<file path="src/rtl/display_source_arbiter.sv">
// display_source_arbiter: fixed-priority (index 0 highest) owner select for the shared 3-digit display.
// Latency: grant/value/blank are registered and update on the clk edge after the triggering req/tick.
// Backpressure: none; requesters hold req as a level, and the owner keeps the display for MIN_DWELL_MS ticks.
// Ports: clk, rst_n (async active-low), tick_1khz (1 kHz strobe), req/blink_req (per source),
//        src_value (12-bit BCD per source), value ({20'b0, BCD}), grant (one-hot owner),
//        busy (not idle), blank (digits off).
// Optional: define BLINK_EN to blink the owner's digits while its blink_req is high; otherwise blank stays 0.
module display_source_arbiter #(
    parameter int          NUM_SRC       = 4,
    parameter int          MIN_DWELL_MS  = 500,
    parameter int          BLINK_HALF_MS = 250,
    parameter logic [11:0] IDLE_VALUE    = 12'h000
) (
    input  logic                   clk,
    input  logic                   rst_n,
    input  logic                   tick_1khz,
    input  logic [NUM_SRC-1:0]     req,
    input  logic [NUM_SRC*12-1:0]  src_value,
    input  logic [NUM_SRC-1:0]     blink_req,
    output logic [31:0]            value,
    output logic [NUM_SRC-1:0]     grant,
    output logic                   busy,
    output logic                   blank
);

    localparam int IW = (NUM_SRC > 1) ? $clog2(NUM_SRC) : 1;
    localparam int DW = (MIN_DWELL_MS > 0) ? $clog2(MIN_DWELL_MS + 1) : 1;
    localparam logic [DW-1:0] DWELL_MAX  = DW'(MIN_DWELL_MS);
    localparam logic [DW-1:0] DWELL_LAST = (MIN_DWELL_MS > 0) ? DW'(MIN_DWELL_MS - 1) : '0;

    typedef enum logic [1:0] {IDLE, HOLD, OPEN} state_t;

    // With no dwell a new owner is immediately preemptible.
    localparam state_t GRANT_ST = (MIN_DWELL_MS == 0) ? OPEN : HOLD;

    state_t              state_q, state_d;
    logic [IW-1:0]       owner_q, owner_d, pick;
    logic [DW-1:0]       dwell_q, dwell_d;
    logic [11:0]         val_q, val_d, owner_val, pick_val;
    logic [NUM_SRC-1:0]  grant_q, grant_d;
    logic                any_req, hi_req, owner_req, owner_blink, grant_chg;

    // Request decode: priority pick, higher-than-owner request, owner's own lines.
    always_comb begin
        pick        = '0;
        any_req     = 1'b0;
        hi_req      = 1'b0;
        owner_req   = 1'b0;
        owner_blink = 1'b0;
        owner_val   = '0;
        pick_val    = '0;
        for (int i = NUM_SRC - 1; i >= 0; i--) begin
            if (req[i]) begin
                pick    = IW'(i);
                any_req = 1'b1;
            end
        end
        for (int i = 0; i < NUM_SRC; i++) begin
            if (req[i] && (IW'(i) < owner_q))
                hi_req = 1'b1;
            if (IW'(i) == owner_q) begin
                owner_req   = req[i];
                owner_blink = blink_req[i];
                owner_val   = src_value[12*i +: 12];
            end
            if (IW'(i) == pick)
                pick_val = src_value[12*i +: 12];
        end
    end

    // State register
    always_ff @(posedge clk or negedge rst_n) begin
        if (!rst_n)
            state_q <= IDLE;
        else
            state_q <= state_d;
    end

    // Next state plus next grant/value/dwell
    always_comb begin
        state_d   = state_q;
        owner_d   = owner_q;
        grant_d   = grant_q;
        val_d     = val_q;
        dwell_d   = dwell_q;
        grant_chg = 1'b0;
        case (state_q)
            IDLE: begin
                if (any_req) begin
                    state_d   = GRANT_ST;
                    owner_d   = pick;
                    grant_d   = NUM_SRC'(1) << pick;
                    val_d     = pick_val;
                    dwell_d   = '0;
                    grant_chg = 1'b1;
                end
            end
            HOLD: begin
                // A released owner keeps its grant; value freezes at the last sample.
                if (owner_req)
                    val_d = owner_val;
                if (tick_1khz) begin
                    if (dwell_q != DWELL_MAX)
                        dwell_d = dwell_q + 1'b1;
                    if (dwell_q == DWELL_LAST)
                        state_d = OPEN;
                end
            end
            OPEN: begin
                if (hi_req || (!owner_req && any_req)) begin
                    // Direct handover, no idle bubble in between.
                    state_d   = GRANT_ST;
                    owner_d   = pick;
                    grant_d   = NUM_SRC'(1) << pick;
                    val_d     = pick_val;
                    dwell_d   = '0;
                    grant_chg = 1'b1;
                end else if (owner_req) begin
                    val_d = owner_val;
                end else begin
                    state_d   = IDLE;
                    grant_d   = '0;
                    val_d     = IDLE_VALUE;
                    grant_chg = 1'b1;
                end
            end
            default: begin
                state_d = IDLE;
                grant_d = '0;
                val_d   = IDLE_VALUE;
            end
        endcase
    end

    // Output comb: busy is a pure decode of the state register.
    always_comb begin
        busy = (state_q != IDLE);
    end

    always_ff @(posedge clk or negedge rst_n) begin
        if (!rst_n) begin
            owner_q <= '0;
            grant_q <= '0;
            val_q   <= IDLE_VALUE;
            dwell_q <= '0;
        end else begin
            owner_q <= owner_d;
            grant_q <= grant_d;
            val_q   <= val_d;
            dwell_q <= dwell_d;
        end
    end

    assign grant = grant_q;
    assign value = {20'b0, val_q};

`ifdef BLINK_EN
    localparam int BW = (BLINK_HALF_MS > 0) ? $clog2(BLINK_HALF_MS + 1) : 1;
    localparam logic [BW-1:0] BLINK_LAST = (BLINK_HALF_MS > 0) ? BW'(BLINK_HALF_MS - 1) : '0;

    logic [BW-1:0] blink_cnt_q;
    logic          blank_q;

    // Phase restarts (digits on) on any owner change, in idle, and while blink_req is low.
    always_ff @(posedge clk or negedge rst_n) begin
        if (!rst_n) begin
            blink_cnt_q <= '0;
            blank_q     <= 1'b0;
        end else if (grant_chg || (state_q == IDLE) || !owner_blink) begin
            blink_cnt_q <= '0;
            blank_q     <= 1'b0;
        end else if (tick_1khz) begin
            if (blink_cnt_q == BLINK_LAST) begin
                blink_cnt_q <= '0;
                blank_q     <= ~blank_q;
            end else begin
                blink_cnt_q <= blink_cnt_q + 1'b1;
            end
        end
    end

    assign blank = blank_q;
`else
    logic blink_unused;
    assign blink_unused = ^{blink_req, owner_blink, grant_chg};
    assign blank        = 1'b0;
`endif

endmodule

</file>
<file path="config.mk">
export PLATFORM = sky130hd
export DESIGN_NAME = display_source_arbiter
export DESIGN_NICKNAME = d
export VERILOG_FILES = /design/src/rtl/display_source_arbiter.sv
export SDC_FILE = /design/constraint.sdc
export NUM_CORES = 1
export LEC_CHECK = 0
export BUFFER_PORTS_ARGS = -buffer_cell sky130_fd_sc_hd__buf_4
export CAP_MARGIN = 20
export CORE_MARGIN = 2
export CORE_UTILIZATION = 37
export DETAILED_ROUTE_END_ITERATION = 8
export GPL_TIMING_DRIVEN = 1
export PLACE_DENSITY = 0.66
export SLEW_MARGIN = 20
export SYNTH_ARGS = -nofsm -noshare
export SYNTH_HDL_FRONTEND = slang
export SYNTH_SLANG_ARGS = --single-unit
</file>
<file path="constraint.sdc">
create_clock -name clk -period 1.9 [get_ports clk]
set_clock_uncertainty 0.2 [all_clocks]
set_input_delay 0.19 -clock clk [delete_from_list [all_inputs] [get_ports clk]]
set_output_delay 0.19 -clock clk [all_outputs]
set_load 0.02 [all_outputs]
</file>
==> results.md <==
- Initial DRC count: 114
- Critical-path cell list: buf_6 > a2111oi_4 > buf_4 > o31ai_4 > buf_6 > buf_6 > a211o_1 > nand2_1
- Hold Path Class: in -> reg
- Pwr per Cell Area: 786 mW/mm^2
- Multi-input logic area: 0.00180 sq mm
- CTS Buf Count: 5
- PnR worst setup slack: -118 ps
- RePlAce Congestion: 0.818
- Worst-Margin Slew: 545 ps
- Final ANT Viol Nets: 0
- Avg WL per Cell: 16.8 microns
- Static Leak: 1.65 nW
- Worst-Skew Late Latency: 290 ps
- Remaining DRCs: 0
- Cell taking the most area after synthesis: dfrtp_1
- Asr flop ratio synth: 100%
- Slew margin rel.: 63.6%
- H-tree Lvls: 2
- Reg clk slew, reported paths: 70 ps
- Status: complete, but fails checks
- Share of layout cells above drive strength 1: 51.9%
- Final #Nets: 454
- Die H: 85.9 microns
- TritonCTS clock tree: yes
- Routed vias/inst: 5.70
- Top-level I/O count: 97
- Remaining Overflow, GRT: 0
- Sw Share: 37.8%
- Starting Density: 38.7%
- Synth warn: 0
- Critical Path RT: 1930 ps
- Combinational Power Share: 51.0%
- Crit path kind: reg -> reg
- Fill cell count: 557
- Final period util: 106%
- Crit path time final: 2020 ps
- Worst Setup Start Kind: flip-flop
- Crit-path slowest cell: dfrtp_2
- CP max FO: 8
- HPWL Detailed: 5.68 mm
- Synthesis-stage register bit count: 29
- Final hold slack: 5.31 ps
- RSZ-0062 raised after global routing: true
- Slew Viols, Final: 0
- First-pass GRT wire length: 12.3 mm
- Crit path largest cell delay: 480 ps
- Post-synthesis cell area: 0.00248 sq mm
- Most used cell along the critical path: buf_6
- Drt total wl: 7.91 mm
- Sequential cell area: 728 sq um
- Area contributors post-synth: dfrtp_1 29%, mux4_2 11%, o21ai_0 8.1%
- Clock Tree Buf Depth: 2
- Internal power: 1.88 mW
- Pre-antenna DRT Iters: 4
- Largest net degree at the start of global routing: 30
- Initial antenna violation count: 0
- Synth-to-layout area growth: 54.6%
- Chip width: 85.9 microns
- Synth top area share: 29.2%
- Max-Cap Viols: 0
- Total track usage: 21.0%
- Seq pwr share: 31.5%
- Core Rows: 29
- Main synth FF type: dfrtp_1
- Root buffer cell: clkbuf_8
- Register area share after synthesis: 29.2%
- Vias in the first global route: 2578
- Syn Inst Count: 273
- Synth top cells by count: 40 x o21ai_0, 29 x dfrtp_1, 22 x buf_4
- Crit end category: flip-flop
- Number of synthesized flops with an enable pin: 0
- Die area: 0.00738 sq mm
- Num Clock Sinks: 29
- Detailed-route via count: 2680
- Worst vdd ir: 0.399 mV
- Worst EP arrival: 2050 ps
- Inserted Diodes: 0
- IO Port Bufs: 71
- Sw Pwr: 1.14 mW
- Post-Syn Area per Cell: 9.09 sq um
- Core footprint: 0.00642 sq mm
- Peak Freq: 495 MHz
- Final hold viol count: 0
- Failing checks: negative setup slack
- Clock power frac: 17.6%
- Count leader, synth: o21ai_0
- Post-synth cell types: 49
- Total power draw: 3.02 mW
- Final setup violation count: 12
metrics by stage:
stage | cells | TNS, ps | area (sq um) | worst slack (ps) | utilization (%)
global route | 470 | -2670 | 3840 | -233 | 59.8
finish | 470 | -772 | 3840 | -118 | 59.8
global placement | 456 | -2170 | 3410 | -120 | 53.0
floorplan | 293 | -846 | 2600 | -95.3 | -
detailed placement | 456 | -2740 | 3410 | -175 | 53.0
CTS | 465 | -733 | 3570 | -100 | 55.6
path summary, 6_finish.rpt:
kind,from,endpoint,slack (ps),depth (start not counted)
min,src_value[44],val_q[8],5,3
max in group asynchronous,rst_n,owner_q[1],1000,2
max reg2reg,owner_q[0],dwell_q[6],-120,8
max,owner_q[0],dwell_q[6],-120,8
min in group asynchronous,rst_n,val_q[9],180,2
min reg2reg,grant[2],grant[2],310,1
layout make-up:
type,count,area share [%]
clock buffers,7,2.25
inverters,10,0.978
multi-input cells,212,46.8
flip-flops and latches,29,19.0
well taps,77,2.51
repair buffers,135,28.5
registers in the layout, indices dropped and copies added, names as in the netlist:
signal   count
state_q      2
dwell_q      9
val_q       12
owner_q      2
grant        4
critical path: cells and delay by family, from the launching register on:
kind	cells	cell delay [ps]
compound gates	3	630
simple gates	1	60
buf+inv	4	600
flops	1	480
power groups by stage:
| stage | registers, mW | logic, mW | clock network, mW |
|---|---|---|---|
| floorplan | 1.04 | 0.621 | 0 |
| finish | 0.950 | 1.54 | 0.530 |
| CTS | 0.916 | 1.36 | 0.535 |
| global route | 0.970 | 1.65 | 0.560 |
| global placement | 0.923 | 1.30 | 0 |
| detailed placement | 0.923 | 1.32 | 0 |
layer usage:
layer / part of all wire (%) / GRT usage (%) / vias to the layer above
met3: 5.9 / 3.08 / 12
li1: - / - / 1252
met2: 51 / 37.5 / 103
met1: 41 / 26.0 / 1313
met5: 0 / 0 / -
met4: 1.6 / 6.20 / 0
logic make-up (layout without fill, tap and decap cells):
group	count (synthesis)	count (layout)	share of synthesized area, %
other	1	21	0.151
adders and majority gates	2	2	1.01
AOI/OAI and AO/OA	114	114	31.5
muxes	16	16	12.5
buffers and inverters	52	152	12.3
and+or+nand+nor	59	59	13.3
DFF	29	29	29.2
repair_timing:
item                                   4_1_cts  5_1_grt
gates resized for setup                     13       56
endpoints found under the hold margin       29        0
pin swaps                                    5       26
cloned                                       0        1
buffers inserted                             2        5
hold buffers                                 1        0
setup endpoints to repair                   28       28
placed cells by master, fill, tap and decap left out, types with 3 or more instances in the layout:
cell / n
dfrtp_1: 27
nand2_1: 8
clkbuf_8: 6
a21oi_1: 3
nor2b_1: 13
buf_6: 9
nand2b_1: 3
conb_1: 21
buf_4: 122
nand3_4: 3
a32o_1: 3
nand4_1: 3
mux4_2: 12
a22oi_2: 12
a211oi_1: 13
a211o_1: 4
a21oi_2: 3
o21ai_0: 30
o31ai_1: 12
o21ai_1: 14
inv_1: 8
nor2_1: 3
(Power assumes the default switching activity.)
